$ cat src/rtl/fpu_pkg.sv
// fpu_pkg: shared fp32 definitions for the FPU datapath blocks.
//   FP32_EXP_W / FP32_MAN_W / FP32_BIAS : fp32 field widths and exponent bias
//   fp_class_t      : operand class (ZERO, DENORM, NORMAL, INF, NAN)
//   fp32_unpacked_t : sign, biased exponent, mantissa and class of an operand
//   fp32_unpack()   : splits a raw fp32 word into fp32_unpacked_t
package fpu_pkg;

  localparam int FP32_EXP_W = 8;
  localparam int FP32_MAN_W = 23;
  localparam int FP32_BIAS  = 127;

  typedef enum logic [2:0] {
    ZERO,
    DENORM,
    NORMAL,
    INF,
    NAN
  } fp_class_t;

  typedef struct packed {
    logic                  sign;
    logic [FP32_EXP_W-1:0] exp;
    logic [FP32_MAN_W-1:0] man;
    fp_class_t             cls;
  } fp32_unpacked_t;

  function automatic fp32_unpacked_t fp32_unpack(input logic [31:0] x);
    fp32_unpacked_t u;
    u.sign = x[31];
    u.exp  = x[30:23];
    u.man  = x[22:0];
    if (u.exp == '1) begin
      u.cls = (u.man != '0) ? NAN : INF;
    end else if (u.exp == '0) begin
      u.cls = (u.man != '0) ? DENORM : ZERO;
    end else begin
      u.cls = NORMAL;
    end
    return u;
  endfunction

endpackage

$ cat src/rtl/fpu_f2i_round.sv
// fpu_f2i_round: combinational shift / round / saturate / negate for fpu_f2i.
//   op        in   unpacked fp32 operand (from the stage-1 register)
//   result    out  OUT_W-bit two's-complement integer
//   exception out  NaN, infinity or out-of-range; result saturated
//   inexact   out  nonzero fraction bits were discarded
// Optional feature: define FPU_F2I_RNE_EN for round-to-nearest-even;
// otherwise the conversion truncates toward zero.
module fpu_f2i_round
  import fpu_pkg::*;
#(
  parameter int OUT_W = 32
) (
  input  fp32_unpacked_t   op,
  output logic [OUT_W-1:0] result,
  output logic             exception,
  output logic             inexact
);

  // Magnitude limits for each sign; the negative side reaches one further.
  localparam logic [33:0] MAX_MAG = (34'd1 << (OUT_W-1)) - 34'd1;
  localparam logic [33:0] MIN_MAG = 34'd1 << (OUT_W-1);
  localparam logic [OUT_W-1:0] MAX_RES = {1'b0, {(OUT_W-1){1'b1}}};
  localparam logic [OUT_W-1:0] MIN_RES = {1'b1, {(OUT_W-1){1'b0}}};

  logic [4:0]  shamt;
  logic [55:0] wide;      // {1,m} as fixed point, 23 fraction bits, shifted by e
  logic [32:0] int_part;
  logic        guard;
  logic        sticky;
  logic        round_up;
  logic [33:0] mag;
  logic        huge;
  logic        ovf;

  always_comb begin
    // NOTE: every output of a combinational block gets a default first so
    // no path through the case/if leaves it unassigned (which would infer a latch).
    result    = '0;
    exception = 1'b0;
    inexact   = 1'b0;

    // Only meaningful for 0 <= e <= 31; larger exponents are caught by huge.
    shamt = 5'(op.exp - 8'(FP32_BIAS));
    wide  = {32'd0, 1'b1, op.man} << shamt;

    if (op.exp < 8'(FP32_BIAS)) begin
      // e < 0: integer part is 0. At e = -1 the hidden bit is the guard bit;
      // below that everything is sticky (the hidden bit alone is nonzero).
      int_part = '0;
      guard    = (op.exp == 8'(FP32_BIAS-1));
      sticky   = (op.exp != 8'(FP32_BIAS-1)) | (op.man != '0);
    end else begin
      int_part = wide[55:23];
      guard    = wide[22];
      sticky   = |wide[21:0];
    end

`ifdef FPU_F2I_RNE_EN
    round_up = guard & (sticky | int_part[0]);
`else
    round_up = 1'b0;
`endif

    mag  = {1'b0, int_part} + {33'd0, round_up};
    huge = (op.exp >= 8'(FP32_BIAS + 32));
    ovf  = huge | (op.sign ? (mag > MIN_MAG) : (mag > MAX_MAG));

    unique case (op.cls)
      NAN: begin
        exception = 1'b1;
      end
      INF: begin
        exception = 1'b1;
        result    = op.sign ? MIN_RES : MAX_RES;
      end
      ZERO: begin
        result = '0;
      end
      default: begin
        // NORMAL and DENORM; a denormal lands in the e < 0 path and yields 0.
        if (ovf) begin
          exception = 1'b1;
          result    = op.sign ? MIN_RES : MAX_RES;
        end else begin
          result  = op.sign ? -mag[OUT_W-1:0] : mag[OUT_W-1:0];
          inexact = guard | sticky;
        end
      end
    endcase
  end

endmodule

$ cat src/rtl/fpu_f2i.sv
// fpu_f2i: two-stage pipelined fp32 -> signed OUT_W-bit integer converter.
//   clk       in   clock, rising edge
//   rst       in   asynchronous active-high reset
//   in_valid  in   a holds a valid operand
//   in_ready  out  converter accepts a this cycle
//   a         in   fp32 operand
//   out_valid out  result / flags valid
//   out_ready in   consumer accepts the result this cycle
//   result    out  signed integer (saturated on exception)
//   exception out  NaN, infinity or out-of-range input
//   inexact   out  nonzero fraction bits discarded
// Stage 1 registers the unpacked operand, stage 2 registers the converted
// result. Both stages stall without bubbles under backpressure.
// Optional feature: FPU_F2I_RNE_EN selects round-to-nearest-even.
module fpu_f2i
  import fpu_pkg::*;
#(
  parameter int OUT_W = 32
) (
  input  logic             clk,
  input  logic             rst,
  input  logic             in_valid,
  output logic             in_ready,
  input  logic [31:0]      a,
  output logic             out_valid,
  input  logic             out_ready,
  output logic [OUT_W-1:0] result,
  output logic             exception,
  output logic             inexact
);

  // run_q keeps in_ready low during reset and for the cycle it is released.
  logic           run_q, run_d;
  logic           s1_valid_q, s1_valid_d;
  fp32_unpacked_t s1_op_q, s1_op_d;
  logic           s2_valid_q, s2_valid_d;
  logic [OUT_W-1:0] result_q, result_d;
  logic           exception_q, exception_d;
  logic           inexact_q, inexact_d;

  logic             s2_adv;
  logic             s2_load;
  logic             in_fire;
  logic [OUT_W-1:0] rnd_result;
  logic             rnd_exception;
  logic             rnd_inexact;

  fpu_f2i_round #(
    .OUT_W (OUT_W)
  ) u_round (
    .op        (s1_op_q),
    .result    (rnd_result),
    .exception (rnd_exception),
    .inexact   (rnd_inexact)
  );

  always_comb begin
    s2_adv   = ~s2_valid_q | out_ready;
    in_ready = run_q & (~s1_valid_q | s2_adv);
    in_fire  = in_valid & in_ready;
    s2_load  = s2_adv & s1_valid_q;

    run_d      = 1'b1;
    // Stage 1 stays full if it is blocked, or refills from a new transfer.
    s1_valid_d = (s1_valid_q & ~s2_adv) | in_fire;
    s1_op_d    = in_fire ? fp32_unpack(a) : s1_op_q;

    s2_valid_d  = s2_adv ? s1_valid_q : s2_valid_q;
    result_d    = s2_load ? rnd_result    : result_q;
    exception_d = s2_load ? rnd_exception : exception_q;
    inexact_d   = s2_load ? rnd_inexact   : inexact_q;
  end

  always_ff @(posedge clk or posedge rst) begin
    if (rst) begin
      // NOTE: the data registers are reset along with the valid bits because
      // result and flags must read 0 while rst is high.
      run_q       <= 1'b0;
      s1_valid_q  <= 1'b0;
      s1_op_q     <= '0;
      s2_valid_q  <= 1'b0;
      result_q    <= '0;
      exception_q <= 1'b0;
      inexact_q   <= 1'b0;
    end else begin
      // NOTE: non-blocking assignments so every flop samples the pre-edge
      // values and the two stages shift together.
      run_q       <= run_d;
      s1_valid_q  <= s1_valid_d;
      s1_op_q     <= s1_op_d;
      s2_valid_q  <= s2_valid_d;
      result_q    <= result_d;
      exception_q <= exception_d;
      inexact_q   <= inexact_d;
    end
  end

  assign out_valid = s2_valid_q;
  assign result    = result_q;
  assign exception = exception_q;
  assign inexact   = inexact_q;

endmodule

$ cat config.mk
export PLATFORM = sky130hd
export DESIGN_NAME = fpu_f2i
export DESIGN_NICKNAME = d
export VERILOG_FILES = /design/src/rtl/fpu_pkg.sv /design/src/rtl/fpu_f2i_round.sv /design/src/rtl/fpu_f2i.sv
export SDC_FILE = /design/constraint.sdc
export NUM_CORES = 1
export LEC_CHECK = 0
export ABC_AREA = 1
export CAP_MARGIN = 10
export CORE_AREA = 2 2 104 106
export CTS_CLUSTER_DIAMETER = 100
export DETAILED_ROUTE_END_ITERATION = 8
export DIE_AREA = 0 0 106 108
export HOLD_SLACK_MARGIN = 0.03
export PLACE_DENSITY = 0.95
export SETUP_SLACK_MARGIN = 0.05
export SLEW_MARGIN = 5
export SYNTH_ARGS = -nofsm -noshare
export SYNTH_HDL_FRONTEND = slang
export SYNTH_SLANG_ARGS = --single-unit
$ cat constraint.sdc
create_clock -name clk -period 9.2 [get_ports clk]
set_clock_uncertainty 0.1 [all_clocks]
set_input_delay 2.3 -clock clk [delete_from_list [all_inputs] [get_ports clk]]
set_output_delay 2.3 -clock clk [all_outputs]
set_load 0.05 [all_outputs]
==> results of run 1 <==
## registers in the layout, indices dropped and copies added (netlist names)
name        count
s1_valid_q      1
run_q           1
result         32
s1_op_q        35
out_valid       1
exception       1
inexact         1
## power by group
group | switching (µW) | internal [µW]
clock network | 137 | 137
registers | 49.6 | 395
logic | 789 | 363
total | 976 | 894
## layout by cell type, fill, tap and decap left out, types with 8 or more instances in the layout
cell type / count
nand2_1: 400
nand3_1: 168
nor2_1: 90
dfrtp_1: 72
clkdlybuf4s50_1: 71
inv_1: 62
o21ai_0: 32
a21oi_1: 28
a21oi_2: 19
nand4_1: 14
nand2_2: 11
clkbuf_8: 10
o21ai_1: 9
inv_2: 8
nor2_2: 8
## critical path: stages
cell and delay (ns):
clkdlybuf4s50_1 0.46, inv_1 0.05, nand3_1 0.09, nand2_1 0.06
inv_1 0.06, clkdlybuf4s50_1 0.80
## synth_stat cells, types with 2 or more instances
library cell	number	area share [%]
a21oi_1	30	2.4
a21oi_2	18	2.5
buf_1	3	0.18
buf_2	15	1.2
buf_4	10	1.2
buf_6	8	1.5
clkbuf_1	15	0.91
clkinv_1	2	0.12
dfrtp_1	72	29
ha_1	4	0.81
inv_1	63	3.8
inv_2	7	0.42
nand2_1	400	24
nand2_2	11	1.1
nand2_4	2	0.36
nand3_1	168	14
nand3_2	6	0.97
nand3b_1	4	0.48
nand4_1	14	1.4
nor2_1	90	5.4
nor2_2	8	0.81
nor3_1	3	0.24
nor4_1	4	0.40
o21ai_0	32	2.6
o21ai_1	9	0.73
o21bai_1	4	0.48
xnor2_1	6	0.85
xor2_1	3	0.42
## per-stage QoR
step | cell area [µm²] | power, µW | hold WS [ns]
4_1_cts | 7040 | 1860 | 0.407
2_1_floorplan | 6200 | 1320 | 0.353
3_5_place_dp | 6830 | 1590 | 0.385
3_3_place_gp | 6830 | 1560 | 0.371
5_1_grt | 7040 | 2010 | 0.436
6_report | 7040 | 1870 | 0.408
## final timing paths
kind                                   end  depth (start not counted)
worst max-delay path              in_ready                          6
worst min-delay path               inexact                          2
worst max register to register  result[11]                         19
worst min register to register     inexact                          2
max in group asynchronous       s1_op_q[4]                          3
min in group asynchronous            run_q                          3
## cell families after synthesis
logic type               synth area share, %
AO/OA/AOI/OAI                           9.44
XOR/XNOR                                1.27
adder cells (fa/ha/maj)                0.807
buffers and inverters                   9.40
flip-flops                              29.0
other                                 0.0605
AND/OR/NAND/NOR                         50.0
## per-layer routing
metal | track usage [%] | share of wire [%] | up-vias
li1 | - | - | 3393
met2 | 53.9 | 49 | 239
met1 | 38.5 | 44 | 3115
met5 | 0 | 0 | -
met4 | 11.0 | 2.5 | 0
met3 | 3.92 | 5.2 | 40
## cell type report
class | instances | area [µm²]
fillers | 913 | 3190
well taps | 136 | 170
repair buffers | 76 | 748
clock inverters | 6 | 75.1
flip-flops and latches | 72 | 1800
multi-input cells | 830 | 3830
clock buffers | 10 | 138
inverters | 73 | 275
==> flow_summary_export.csv, run 1 <==
group,metric,value,unit
clock_tree,cts.repair.resized,0,
clock_tree,numClockSinks,72,
synth,yosysSeqAreaShare,29.0,%
clock_tree,clkLatencyLatePin,0.36,ns
synth,avgSynthCellArea,6.05,µm²
place,dpl_worst_slack,2.98,ns
floorplan,die_area,11400,µm²
finish,drive_gt1_share,7.59,%
sta,fin_crit,6.23,ns
place,dp_hpwl,12.8,mm
clock_tree,cts_setup_buffers,0,
floorplan,rows,37,
finish,nets,1102,
place,placedCellCount,1187,
hold_path,hp-start,"inexact",
grt,global_route.overflow_total,0,
sta,rsz0062_at_grt,"no",
worst_setup_path,reg2reg_slack,4.59,ns
finish,instances_no_fill,1203,
clock_tree,cts.clk_slew.worst_paths,0.09,ns
worst_setup_path,start_kind,"primary input",
sta,relSlewSlack,28.3,%
route,vias,6787,
route,drt-wirelength-per-cell,13.8,µm
route,postRouteWirelength,16.6,mm
grt,antenna_found_initial,0,
clock_tree,cts_root_buf,"clkbuf_8",
worst_setup_path,worstPathRequired,6.80,ns
synth,ys_ff_latch,72,
synth,synth_edf_count,0,
clock_tree,cts-htree-levels,3,
grt,grt_pass1_vias,6286,
hold_path,hold_path_class,"reg2reg",
route,viasPerCell,5.64,
finish,fin_util,68.8,%
floorplan,core,10200,µm²
worst_setup_path,startpoint,"out_ready",
place,io_buffers,71,
outcome,status,"complete, no violations",
flow_run,cap_violations,0,
worst_setup_path,r2r_start,"s1_op_q[26]",
sta,setup_viol,0,
sta,fin_crit_sh,67.7,%
synth,synth_cell_types,43,
clock_tree,clk_path_buf_depth,2,
finish,antenna_cells,0,
worst_setup_path,crit_type,"in2out",
grt,grt_max_degree,73,
worst_setup_path,crit_arrival,3.83,ns
floorplan,io_pins,72,
synth,syn_inst,1026,
route,post-route-drc-count,0,
sta,max_freq,161,MHz
grt,track_usage,30.5,%
sta,fin_setup_tns,0,ns
synth,ys.warnings.count,0,
synth,syn_nets,1066,
place,gp_congestion,1.01,
power,irDropWorstVdd,0.148,mV
route,dr.pass1.iters,5,
grt,grt_pass1_wl,28.4,mm
worst_setup_path,end_kind,"primary output",
clock_tree,cts_tree,"built",
synth,async_flop_share,100,%
synth,netlist_area,6200,µm²
sta,final_hold_viol_count,0,
worst_setup_path,crit_fanout,2,
clock_tree,cts_hold_buffers,0,
synth,synth_flop_cell,"dfrtp_1",
route,drtIter0Drc,530,
sta,slew_violations,0,
clock_tree,cts_made_buffers,9,
finish,syn_to_final_growth,13.5,%
floorplan,die_h,108,µm
power,powerDensity,266,nW/µm²
sta,worst_pin_slew,1.07,ns
floorplan,initial_utilization,60.6,%
floorplan,die_width,106,µm
sta,finalWorstSetupSlack,2.97,ns
route,ant_nets,0,
power,p_leak,0.00365,µW
(Power assumes the default switching activity.)
==> run 2, diff against run 1 <==
--- a/config.mk
+++ b/config.mk
@@ -7,12 +7,12 @@
 export LEC_CHECK = 0
 export ABC_AREA = 1
 export CAP_MARGIN = 10
-export CORE_AREA = 2 2 104 106
+export CORE_AREA = 2 2 113 115
 export CTS_CLUSTER_DIAMETER = 100
 export DETAILED_ROUTE_END_ITERATION = 8
-export DIE_AREA = 0 0 106 108
+export DIE_AREA = 0 0 115 117
 export HOLD_SLACK_MARGIN = 0.03
-export PLACE_DENSITY = 0.95
+export PLACE_DENSITY = 0.86
 export SETUP_SLACK_MARGIN = 0.05
 export SLEW_MARGIN = 5
 export SYNTH_ARGS = -nofsm -noshare
==> constraint.sdc (replaced) <==
create_clock -name clk -period 5.7 [get_ports clk]
set_clock_uncertainty 0.1 [all_clocks]
set_input_delay 1.425 -clock clk [delete_from_list [all_inputs] [get_ports clk]]
set_output_delay 1.425 -clock clk [all_outputs]
set_load 0.05 [all_outputs]
==> flow_summary_export.csv, run 2 (synthesis results as in run 1) <==
group,metric,value,unit
worst_setup_path,crit_chain,"clkdlybuf4s50_1, inv_1, nand3_1, nand2_1, inv_1, clkdlybuf4s50_1",
route,ant_nets,0,
floorplan,core,12300,µm²
sta,fin_crit_sh,78.2,%
power,irDropWorstVdd,0.180,mV
clock_tree,cts.repair.resized,0,
outcome,status,"complete, no violations",
clock_tree,clkLatencyLatePin,0.35,ns
power,p_leak,0.00370,µW
power,powerDensity,435,nW/µm²
sta,finalWorstSetupSlack,1.24,ns
worst_setup_path,reg2reg_depth,20,
clock_tree,cts.clk_slew.worst_paths,0.06,ns
worst_setup_path,critPathMaxStageDelay,0.80,ns
place,gp_congestion,1.02,
route,dr.pass1.iters,8,
route,postRouteWirelength,15.7,mm
sta,fin_crit,4.46,ns
route,viasPerCell,5.53,
sta,worst_pin_slew,1.06,ns
place,io_buffers,71,
worst_setup_path,r2r_start,"s1_op_q[26]",
clock_tree,clk_path_buf_depth,2,
clock_tree,numClockSinks,72,
route,drtIter0Drc,529,
clock_tree,cts_root_buf,"clkbuf_16",
clock_tree,cts_made_buffers,9,
hold_path,hp-start,"exception",
route,post-route-drc-count,0,
hold_path,min_to,"exception",
grt,antenna_found_initial,0,
finish,fillers,1226,
worst_setup_path,r2r_end,"result[26]",
sta,final_hold_viol_count,0,
finish,final_common_cell,"nand2_1",
worst_setup_path,crit_arrival,2.93,ns
hold_path,whs_path_depth,2,
finish,drive_gt1_share,7.58,%
finish,instances_no_fill,1219,
clock_tree,cts_tree,"built",
place,dp_hpwl,12.1,mm
grt,track_usage,24.8,%
place,placedCellCount,1203,
hold_path,hold_path_class,"reg2reg",
worst_setup_path,cp_slowest_cell,"clkdlybuf4s50_1",
sta,setup_viol,0,
finish,nets,1104,
worst_setup_path,crit_fanout,2,
route,drt-wirelength-per-cell,12.9,µm
grt,grt_pass1_vias,5985,
sta,relSlewSlack,29.2,%
grt,global_route.overflow_total,0,
sta,max_freq,224,MHz
place,dpl_worst_slack,1.24,ns
flow_run,cap_violations,0,
floorplan,die_h,117,µm
power,power.total,3110,µW
finish,syn_to_final_growth,15.3,%
grt,grt_pass1_wl,27.2,mm
sta,rsz0062_at_grt,"no",
finish,largest_register_ffs,35,
worst_setup_path,crit_type,"in2out",
floorplan,die_area,13500,µm²
worst_setup_path,worstPathRequired,4.18,ns
clock_tree,cts_hold_buffers,0,
grt,grt_max_degree,55,
floorplan,rows,41,
worst_setup_path,end_kind,"primary output",
floorplan,io_pins,72,
finish,mostFrequentLayoutCells,"nand2_1, nand3_1, nor2_1, dfrtp_1, clkdlybuf4s50_1",
worst_setup_path,start_kind,"primary input",
clock_tree,cts_setup_buffers,0,
sta,slew_violations,0,
route,vias,6736,
floorplan,initial_utilization,50.4,%
worst_setup_path,reg2reg_slack,1.40,ns
floorplan,die_width,115,µm
clock_tree,cts-htree-levels,3,
sta,fin_setup_tns,0,ns
finish,antenna_cells,0,
finish,regMostFlops,"s1_op_q",
==> run 2: cell types whose count changed in the layout (fill, tap and decap cells not counted) <==
cell,change
clkbuf_16,+9
clkbuf_1,+2
inv_8,-1
clkinvlp_4,-1
inv_6,-1
buf_4,+2
clkinv_2,+2
clkbuf_8,-10
==> run 2: cell type report <==
| class | instances | area, µm² | area share [%] |
|---|---|---|---|
| clock inverters | 5 | 57.6 | 0.805 |
| flip-flops and latches | 72 | 1800 | 25.2 |
| inverters | 73 | 275 | 3.85 |
| repair buffers | 78 | 763 | 10.7 |
| well taps | 150 | 188 | 2.62 |
| multi-input cells | 830 | 3830 | 53.6 |
| clock buffers | 11 | 233 | 3.25 |
==> run 2: per-layer routing <==
| layer | vias up | share of wire [%] | GRT usage (%) | routed length (µm) |
|---|---|---|---|---|
| met5 | - | 0 | 0 | 0 |
| met4 | 0 | 3.2 | 10.7 | 501 |
| met3 | 44 | 5.8 | 4.38 | 917 |
| met2 | 256 | 45 | 39.7 | 7120 |
| met1 | 3045 | 46 | 33.2 | 7200 |
| li1 | 3391 | - | - | - |
==> run 2: stage by stage <==
step	utilization [%]	instance area, µm²	hold slack (ns)
after floorplan	-	6200	0.353
after global placement	55.7	6860	0.371
after detailed placement	55.7	6860	0.378
after CTS	58.1	7150	0.393
after global routing	58.1	7150	0.413
final	58.1	7150	0.389
==> run 2: worst max-delay path, delay by kind of cell <==
family / cells / cell delay (ns)
buf+inv: 4 / 1.38
simple gates: 2 / 0.13
==> run 2: how the worst max path moves through the flow <==
stage	from	end	slack (ns)	cells after the start
3_3_place_gp	out_ready	in_ready	1.25	6
6_report	out_ready	in_ready	1.24	6
2_1_floorplan	out_ready	in_ready	2.27	4
3_5_place_dp	out_ready	in_ready	1.24	6
4_1_cts	out_ready	in_ready	1.23	6
5_1_grt	s1_op_q[26]	result[10]	0.99	20
==> run 2: report_power, final <==
part / total (µW) / internal, µW / switching [µW]
Sequential: 718 / 638 / 79.5
Clock: 552 / 338 / 213
Combinational: 1840 / 591 / 1250
Total: 3110 / 1570 / 1550
